### config.mk
export PLATFORM = sky130hd
export DESIGN_NAME = float_mul_operand_queue
export DESIGN_NICKNAME = d
export VERILOG_FILES = /design/src/rtl/fp_pkg.sv /design/src/rtl/float_classify.sv /design/src/rtl/float_mul_operand_queue.sv
export SDC_FILE = /design/constraint.sdc
export NUM_CORES = 1
export LEC_CHECK = 0
export CAP_MARGIN = 20
export CORE_MARGIN = 1.5
export CORE_UTILIZATION = 60
export CTS_BUF_LIST = sky130_fd_sc_hd__clkbuf_4
export DETAILED_ROUTE_END_ITERATION = 7
export DONT_BUFFER_PORTS = 1
export PLACE_DENSITY_LB_ADDON = 0.25
export REMOVE_ABC_BUFFERS = 1
export SLEW_MARGIN = 20
export SYNTH_ARGS = -nofsm -noshare
export SYNTH_HDL_FRONTEND = slang
export SYNTH_SLANG_ARGS = --single-unit
### constraint.sdc
create_clock -name clk_i -period 3.3 [get_ports clk_i]
set_input_delay 0.66 -clock clk_i [delete_from_list [all_inputs] [get_ports clk_i]]
set_output_delay 0.66 -clock clk_i [all_outputs]
set_load 0.005 [all_outputs]
### src/rtl/fp_pkg.sv
// Floating-point types, operand class codes and the canonical NaN used by the
// multiplier feeder path.
package fp_pkg;

   typedef struct packed {
      logic       sig;
      logic [4:0] exp;
      logic [9:0] man;
   } fp16_t;

   typedef enum logic [2:0] {
      FP_ZERO = 3'd0,
      FP_SUBN = 3'd1,
      FP_NORM = 3'd2,
      FP_INF  = 3'd3,
      FP_NAN  = 3'd4
   } fp_class_e;

   // Positive sign, all-ones exponent and mantissa.
   function automatic fp16_t fp16_canonical_nan();
      fp16_t r;
      r.sig = 1'b0;
      r.exp = '1;
      r.man = '1;
      return r;
   endfunction

endpackage

### src/rtl/float_classify.sv
// Combinational operand classifier: zero, subnormal, normal, infinity or NaN.
module float_classify
   import fp_pkg::*;
#(
   parameter type fp_t = fp_pkg::fp16_t
) (
   input  fp_t       op_i,
   output fp_class_e cls_o
);

   always_comb begin
      cls_o = FP_NORM;
      if (op_i.exp == '0) begin
         cls_o = (op_i.man == '0) ? FP_ZERO : FP_SUBN;
      end else if (op_i.exp == '1) begin
         cls_o = (op_i.man == '0) ? FP_INF : FP_NAN;
      end
   end

endmodule

### src/rtl/float_mul_operand_queue.sv
// Operand FIFO feeding the floating-point multiplier; classifies operands and
// precomputes the special-case result at write time. Define
// FLOAT_MUL_OPQ_DAZ_EN to treat subnormal operands as zero in special results.
module float_mul_operand_queue
   import fp_pkg::*;
#(
   parameter type fp_t  = fp_pkg::fp16_t,
   parameter int  DEPTH = 4
) (
   input  logic       clk_i,
   input  logic       rst_i,
   input  fp_t        in_opa_i,
   input  fp_t        in_opb_i,
   input  logic       in_valid_i,
   output logic       in_ready_o,
   output fp_t        out_opa_o,
   output fp_t        out_opb_o,
   output logic [2:0] out_cls_a_o,
   output logic [2:0] out_cls_b_o,
   output logic       out_special_o,
   output fp_t        out_special_result_o,
   output logic       out_valid_o,
   input  logic       out_ready_i,
   output logic [$clog2(DEPTH):0] count_o
);

   localparam int PW = $clog2(DEPTH);
   localparam int CW = PW + 1;
   localparam logic [CW-1:0] FULL_CNT = CW'(DEPTH);

   if (DEPTH < 2 || (DEPTH & (DEPTH - 1)) != 0) begin : g_depth_check
      $error("float_mul_operand_queue: DEPTH must be a power of 2 and >= 2");
   end

   typedef struct packed {
      fp_t       opa;
      fp_t       opb;
      fp_class_e cls_a;
      fp_class_e cls_b;
      logic      special;
      fp_t       result;
   } entry_t;

   fp_class_e cls_a;
   fp_class_e cls_b;

   float_classify #(.fp_t(fp_t)) u_cls_a (.op_i(in_opa_i), .cls_o(cls_a));
   float_classify #(.fp_t(fp_t)) u_cls_b (.op_i(in_opb_i), .cls_o(cls_b));

   logic   any_nan;
   logic   any_inf;
   logic   a_zero;
   logic   b_zero;
   logic   sgn;
   entry_t wr_entry;

   // Priority: NaN (incl. zero x inf), then infinity, then zero.
   always_comb begin
      any_nan = (cls_a == FP_NAN) || (cls_b == FP_NAN);
      any_inf = (cls_a == FP_INF) || (cls_b == FP_INF);
`ifdef FLOAT_MUL_OPQ_DAZ_EN
      a_zero  = (cls_a == FP_ZERO) || (cls_a == FP_SUBN);
      b_zero  = (cls_b == FP_ZERO) || (cls_b == FP_SUBN);
`else
      a_zero  = (cls_a == FP_ZERO);
      b_zero  = (cls_b == FP_ZERO);
`endif
      sgn     = in_opa_i.sig ^ in_opb_i.sig;

      wr_entry         = '0;
      wr_entry.opa     = in_opa_i;
      wr_entry.opb     = in_opb_i;
      wr_entry.cls_a   = cls_a;
      wr_entry.cls_b   = cls_b;
      if (any_nan || (a_zero && cls_b == FP_INF) || (cls_a == FP_INF && b_zero)) begin
         wr_entry.special    = 1'b1;
         wr_entry.result.sig = 1'b0;
         wr_entry.result.exp = '1;
         wr_entry.result.man = '1;
      end else if (any_inf) begin
         wr_entry.special    = 1'b1;
         wr_entry.result.sig = sgn;
         wr_entry.result.exp = '1;
      end else if (a_zero || b_zero) begin
         wr_entry.special    = 1'b1;
         wr_entry.result.sig = sgn;
      end
   end

   entry_t          mem_q [DEPTH];
   entry_t          mem_d [DEPTH];
   logic [PW-1:0]   wr_ptr_q, wr_ptr_d;
   logic [PW-1:0]   rd_ptr_q, rd_ptr_d;
   logic [CW-1:0]   count_q, count_d;
   logic            push;
   logic            pop;
   entry_t          head;

   // in_ready_o depends only on occupancy and reset, never on out_ready_i.
   assign in_ready_o  = (count_q != FULL_CNT) && !rst_i;
   assign out_valid_o = (count_q != '0);
   assign push        = in_valid_i && in_ready_o;
   assign pop         = out_valid_o && out_ready_i;

   always_comb begin
      mem_d    = mem_q;
      wr_ptr_d = wr_ptr_q;
      rd_ptr_d = rd_ptr_q;
      count_d  = count_q;
      if (push) begin
         mem_d[wr_ptr_q] = wr_entry;
         wr_ptr_d        = wr_ptr_q + PW'(1);
      end
      if (pop) begin
         rd_ptr_d = rd_ptr_q + PW'(1);
      end
      if (push && !pop) begin
         count_d = count_q + CW'(1);
      end else if (pop && !push) begin
         count_d = count_q - CW'(1);
      end
   end

   always_ff @(posedge clk_i) begin
      if (rst_i) begin
         wr_ptr_q <= '0;
         rd_ptr_q <= '0;
         count_q  <= '0;
      end else begin
         wr_ptr_q <= wr_ptr_d;
         rd_ptr_q <= rd_ptr_d;
         count_q  <= count_d;
      end
   end

   // Storage needs no reset: the head is masked to zero whenever empty.
   always_ff @(posedge clk_i) begin
      mem_q <= mem_d;
   end

   always_comb begin
      head = '0;
      if (out_valid_o) begin
         head = mem_q[rd_ptr_q];
      end
   end

   assign out_opa_o            = head.opa;
   assign out_opb_o            = head.opb;
   assign out_cls_a_o          = head.cls_a;
   assign out_cls_b_o          = head.cls_b;
   assign out_special_o        = head.special;
   assign out_special_result_o = head.result;
   assign count_o              = count_q;

endmodule

# --- Word-level counts from Yosys, hierarchy flattened ---
# Index checks and enable logic that the tools add are counted.
totals:
  output_inout_bits: 60
  elab_cells: 114
  register_bits: 227
  in_bits: 36
op_classes:
  n_lt_le_gt_ge: 3
  add_sub_neg: 4
  bitwise_logic: 3
  n_reduce_logical: 24
  muxes: 22
  eq_ne: 7
ops:
  columns: ["op", "n"]
  rows:
  - ["bitwise mux 220 bit", 1]
  - ["2-to-1 mux 55 bit", 4]
  - ["binary-select mux 55 bit (select 2 bit)", 1]
  - ["demux 55 bit (select 2 bit)", 1]
  - ["2-to-1 mux 3 bit", 8]
  - ["zero test 10 bit", 2]
  - ["== test 5 bit, second input constant", 2]
  - ["zero test 5 bit", 2]
  - ["2-to-1 mux 10 bit", 1]
  - ["logical AND 1 bit", 8]
  - ["2-to-1 mux 7 bit", 1]
  - ["== test 3 x 2 -> 1 bit, second input constant", 2]
  - ["== test 3 bit, second input constant", 2]
  - ["greater-or-equal comparator 3 bit, second input constant", 2]
  - ["zero test 3 bit", 2]
  - ["inverter 2 -> 3 bit", 2]
  - ["logical OR 1 bit", 5]
  - ["2-to-1 mux 5 bit", 1]
  - ["adder 2 x 1 -> 2 bit, second input constant", 2]
  - ["2-to-1 mux 2 bit", 2]
  - ["adder 3 x 1 -> 3 bit, second input constant", 1]
  - ["zero test 1 bit", 3]
  - ["< comparator 3 x 1 -> 1 bit, second input constant", 1]
  - ["!= test 3 bit, second input constant", 1]
  - ["other kinds (5)", 6]

# --- Logic depth before layout (Yosys ltp) ---
logic_depth:
  depth_word: 10
  depth_mapped: 9
  depth_no_buf: 8

# --- By module ---
# From an unflattened synthesis, not the netlist that was laid out.
unflattened:
  hier_cells: 365
  area_unflattened_um2: 7125.6
modules_own_cells:
  columns: ["module", "cells_each", "seq_area_each_um2", "n_inst", "area_per_inst_um2"]
  rows:
  - ["float_mul_operand_queue", 339, 5185.0, 1, 6972.9]
  - ["float_classify", 13, 0.0, 2, 76.3]

# --- Worst setup path after synthesis ---
# No wires, ideal clock.
synth_timing:
  path_type: "input port to flip-flop"
  startpoint: "input port rst_i"
  endpoint: "register mem_q[118] (netlist name) (enable)"
  n_path_buf: 1
  stages: 3
  setup_ps: 403
  arrival_ps: 2274
  t_required_ps: 2897
  path_slack_ps: 622
  path_cell_list: "clkbuf_1 > a211oi_2 > and2_1"
synth_between:
  elab_chain_cells: 3
synth_lines:
  columns: ["element", "line_no", "text"]
  rows:
  - ["start: declaration", "float_mul_operand_queue.sv:11", "input logic rst_i,"]
  - ["zero test 1 bit", "float_mul_operand_queue.sv:100", "assign in_ready_o = (count_q != FULL_CNT) && !rst_i;"]
  - ["logical AND 1 bit", "float_mul_operand_queue.sv:100", null]
  - ["logical AND 1 bit", "float_mul_operand_queue.sv:102", "assign push = in_valid_i && in_ready_o;"]
  - ["named net push", "float_mul_operand_queue.sv:95", "logic push;"]
  - ["end signal: assignment", "float_mul_operand_queue.sv:138", "mem_q <= mem_d;"]
  - ["end: declaration", "float_mul_operand_queue.sv:90", "entry_t mem_q [DEPTH];"]
# The timed path passes the listed nets, and every way through them passes these cells.
# A chain may end at the register's enable or synchronous reset.

==> metrics.yaml <==
dpl_cell_area_um2: 7210
syn-mean-instance-area_um2: 19.8
numPortBuffers: 0
dpl.hpwl_um: 7030
worstSetupStartpointType: "flip-flop"
clock_path_buffers: 2
yosysUniqueCellTypes: 34
grt_pass1_vias: 3378
r2r_cells: 8
power_density_nw_per_um2: 670
clock.fmax_mhz: 339
tightest_slew_ps: 660
maxCapViolCount: 0
cts_made_buffers: 17
layout_min_cycle_time_ps: 2950
power_mw: 5.02
dieArea_um2: 12400
synthArstFlopShare_pct: 0
fin_area_um2: 7490
synth_top_area_share_pct: 71.4
ys_seq_area_share_pct: 73.3
fin_crit_sh_pct: 89.5
gp_congestion: 0.702
synth-seq-cells: 175
ios: 96
syn_area_um2: 7070
setup_viol_count_final: 0
antenna_found_initial: 1
core_area_um2: 11500
track_usage_pct: 20.6
ant_nets: 0
ys_top_cells_by_area: "edfxtp_1 (71%), mux4_2 (13%), and2_1 (4.1%)"
syn_to_final_growth_pct: 5.96
overflow: 0
dp.cells: 480
yosys_warnings: 0
maxSlewViolCount: 0
cts-resized-gates: 0
dr.pass1.iters: 4
rows: 39
grt_max_degree: 45
via_count: 3157
drc: 0
slew_headroom_pct: 56.0
fin_setup_tns_ps: 0
cts_sinks: 175
clk_latency_ps: 550
synth_edf_count: 168
start_util_pct: 61.7
synth_top_area_cell: "edfxtp_1"
synthCells: 357
die_width_um: 112
rsz0062_at_grt: "false"
instances_no_fill: 511
skew_ps: 9.96
status: "complete, no violations"
post_route_cells_drive_above_1_share_pct: 26.4
p_leak_nw: 2.33
holdWs_ps: 157
peakVddDrop_uv: 644
synthFlopType: "edfxtp_1"
wl_um: 11700
finalNetCount: 398
hold_depth: 1
h-tree-depth: 4
routedWlPerCell_um: 22.9
detail_route.vias_per_cell: 6.18
cts.clk_slew.worst_paths_ps: 120
path_max_fanout: 29
grt_pass1_wl_um: 18500
post-cts-setup-buffer-count: 0
hold_class: "in -> reg"
die_y_um: 112
initialDrtViolationCount: 244
crit_type: "reg -> out"
required_ps: 2640
cts-root-buf: "clkbuf_4"
cts_tree: "built"
hold_buffers: 0
hold_violations: 0
endpoint_kind: "output pin"
crit_arrival_ps: 2290
-- flip-flops by register name (all words and copies together), names as in the netlist --
register  count
mem_q       168
wr_ptr_q      2
rd_ptr_q      2
count_o       3
-- final timing paths --
path | startpoint | endpoint | slack, ps
worst max-delay path | rd_ptr_q[0]$_SDFFE_PP0P_ | out_opb_o[3] | 350
worst min-delay path | rst_i | rd_ptr_q[1]$_SDFFE_PP0P_ | 160
worst max register to register | count_o[0]$_SDFFE_PP0P_ | count_o[2]$_SDFFE_PP0P_ | 800
worst min register to register | wr_ptr_q[1]$_SDFFE_PP0P_ | wr_ptr_q[1]$_SDFFE_PP0P_ | 570
-- synth_stat cells, types with 4 or more instances --
library cell  instances
xor2_1                4
buf_4                13
nand2_1               4
or4_1                 4
mux4_2               42
and2_1               46
buf_2                 5
inv_1                 4
nor2_1               13
clkbuf_1             11
ha_1                  5
dfxtp_1               7
edfxtp_1            168
-- metal layers --
metal,routed length (um),vias to the layer above,track usage (%)
met5,0,-,0
met4,132,0,6.84
li1,-,1406,-
met2,5860,95,33.4
met1,4860,1644,25.0
met3,841,12,9.09
-- cell usage in the layout, fill, tap and decap left out, drive strengths merged, types with 2 or more instances in the layout --
cell type	count
edfxtp	168
and2	46
mux4	42
clkbuf	17
nor2	13
buf	9
dfxtp	7
clkinv	6
or4	6
ha	5
inv	4
nand2	4
xor2	4
clkinvlp	4
nand3	3
bufinv	3
nor4	3
o21ai	3
or3	2
and3	2
mux2	2
or2	2
xnor2	2
a21oi	2
-- cell families (layout without fill, tap and decap cells) --
kind of cell / Yosys count / in the layout / share of synthesized area [%]
other: 0 / 1 / 0
AO/OA/AOI/OAI: 10 / 10 / 1.13
adder cells (fa/ha/maj): 6 / 6 / 1.17
flip-flops: 175 / 175 / 73.3
multiplexers: 45 / 45 / 13.8
buffers and inverters: 33 / 43 / 2.53
AND/OR/NAND/NOR: 82 / 82 / 7.26
XOR/XNOR: 6 / 6 / 0.743
-- worst max-delay path, stage by stage (launching register included) --
cell	delay, ps
dfxtp_4	750
buf_4	290
mux4_2	510
and2_1	180
-- per-stage QoR --
step | utilization (%) | setup slack [ps]
after floorplan | - | -224
after global placement | 62.9 | 854
after detailed placement | 62.9 | 720
after CTS | 65.3 | 244
after global routing | 65.3 | 139
final | 65.3 | 348
-- report_power, final --
part	leakage, nW	switching (mW)	internal (mW)
Combinational	0.603	0.511	0.593
Clock	0.142	0.670	0.506
Sequential	1.59	0.165	2.57
Total	2.33	1.35	3.67
-- area by class of cell --
type,instances,area [um^2]
repair buffers,9,118
multi-input cells,149,1710
fillers,751,3980
clock buffers,17,128
diodes,1,2.50
well taps,143,179
inverters,4,15.0
flip-flops and latches,175,5190
clock inverters,13,149
No activity file was read; power rests on OpenSTA's default activity.
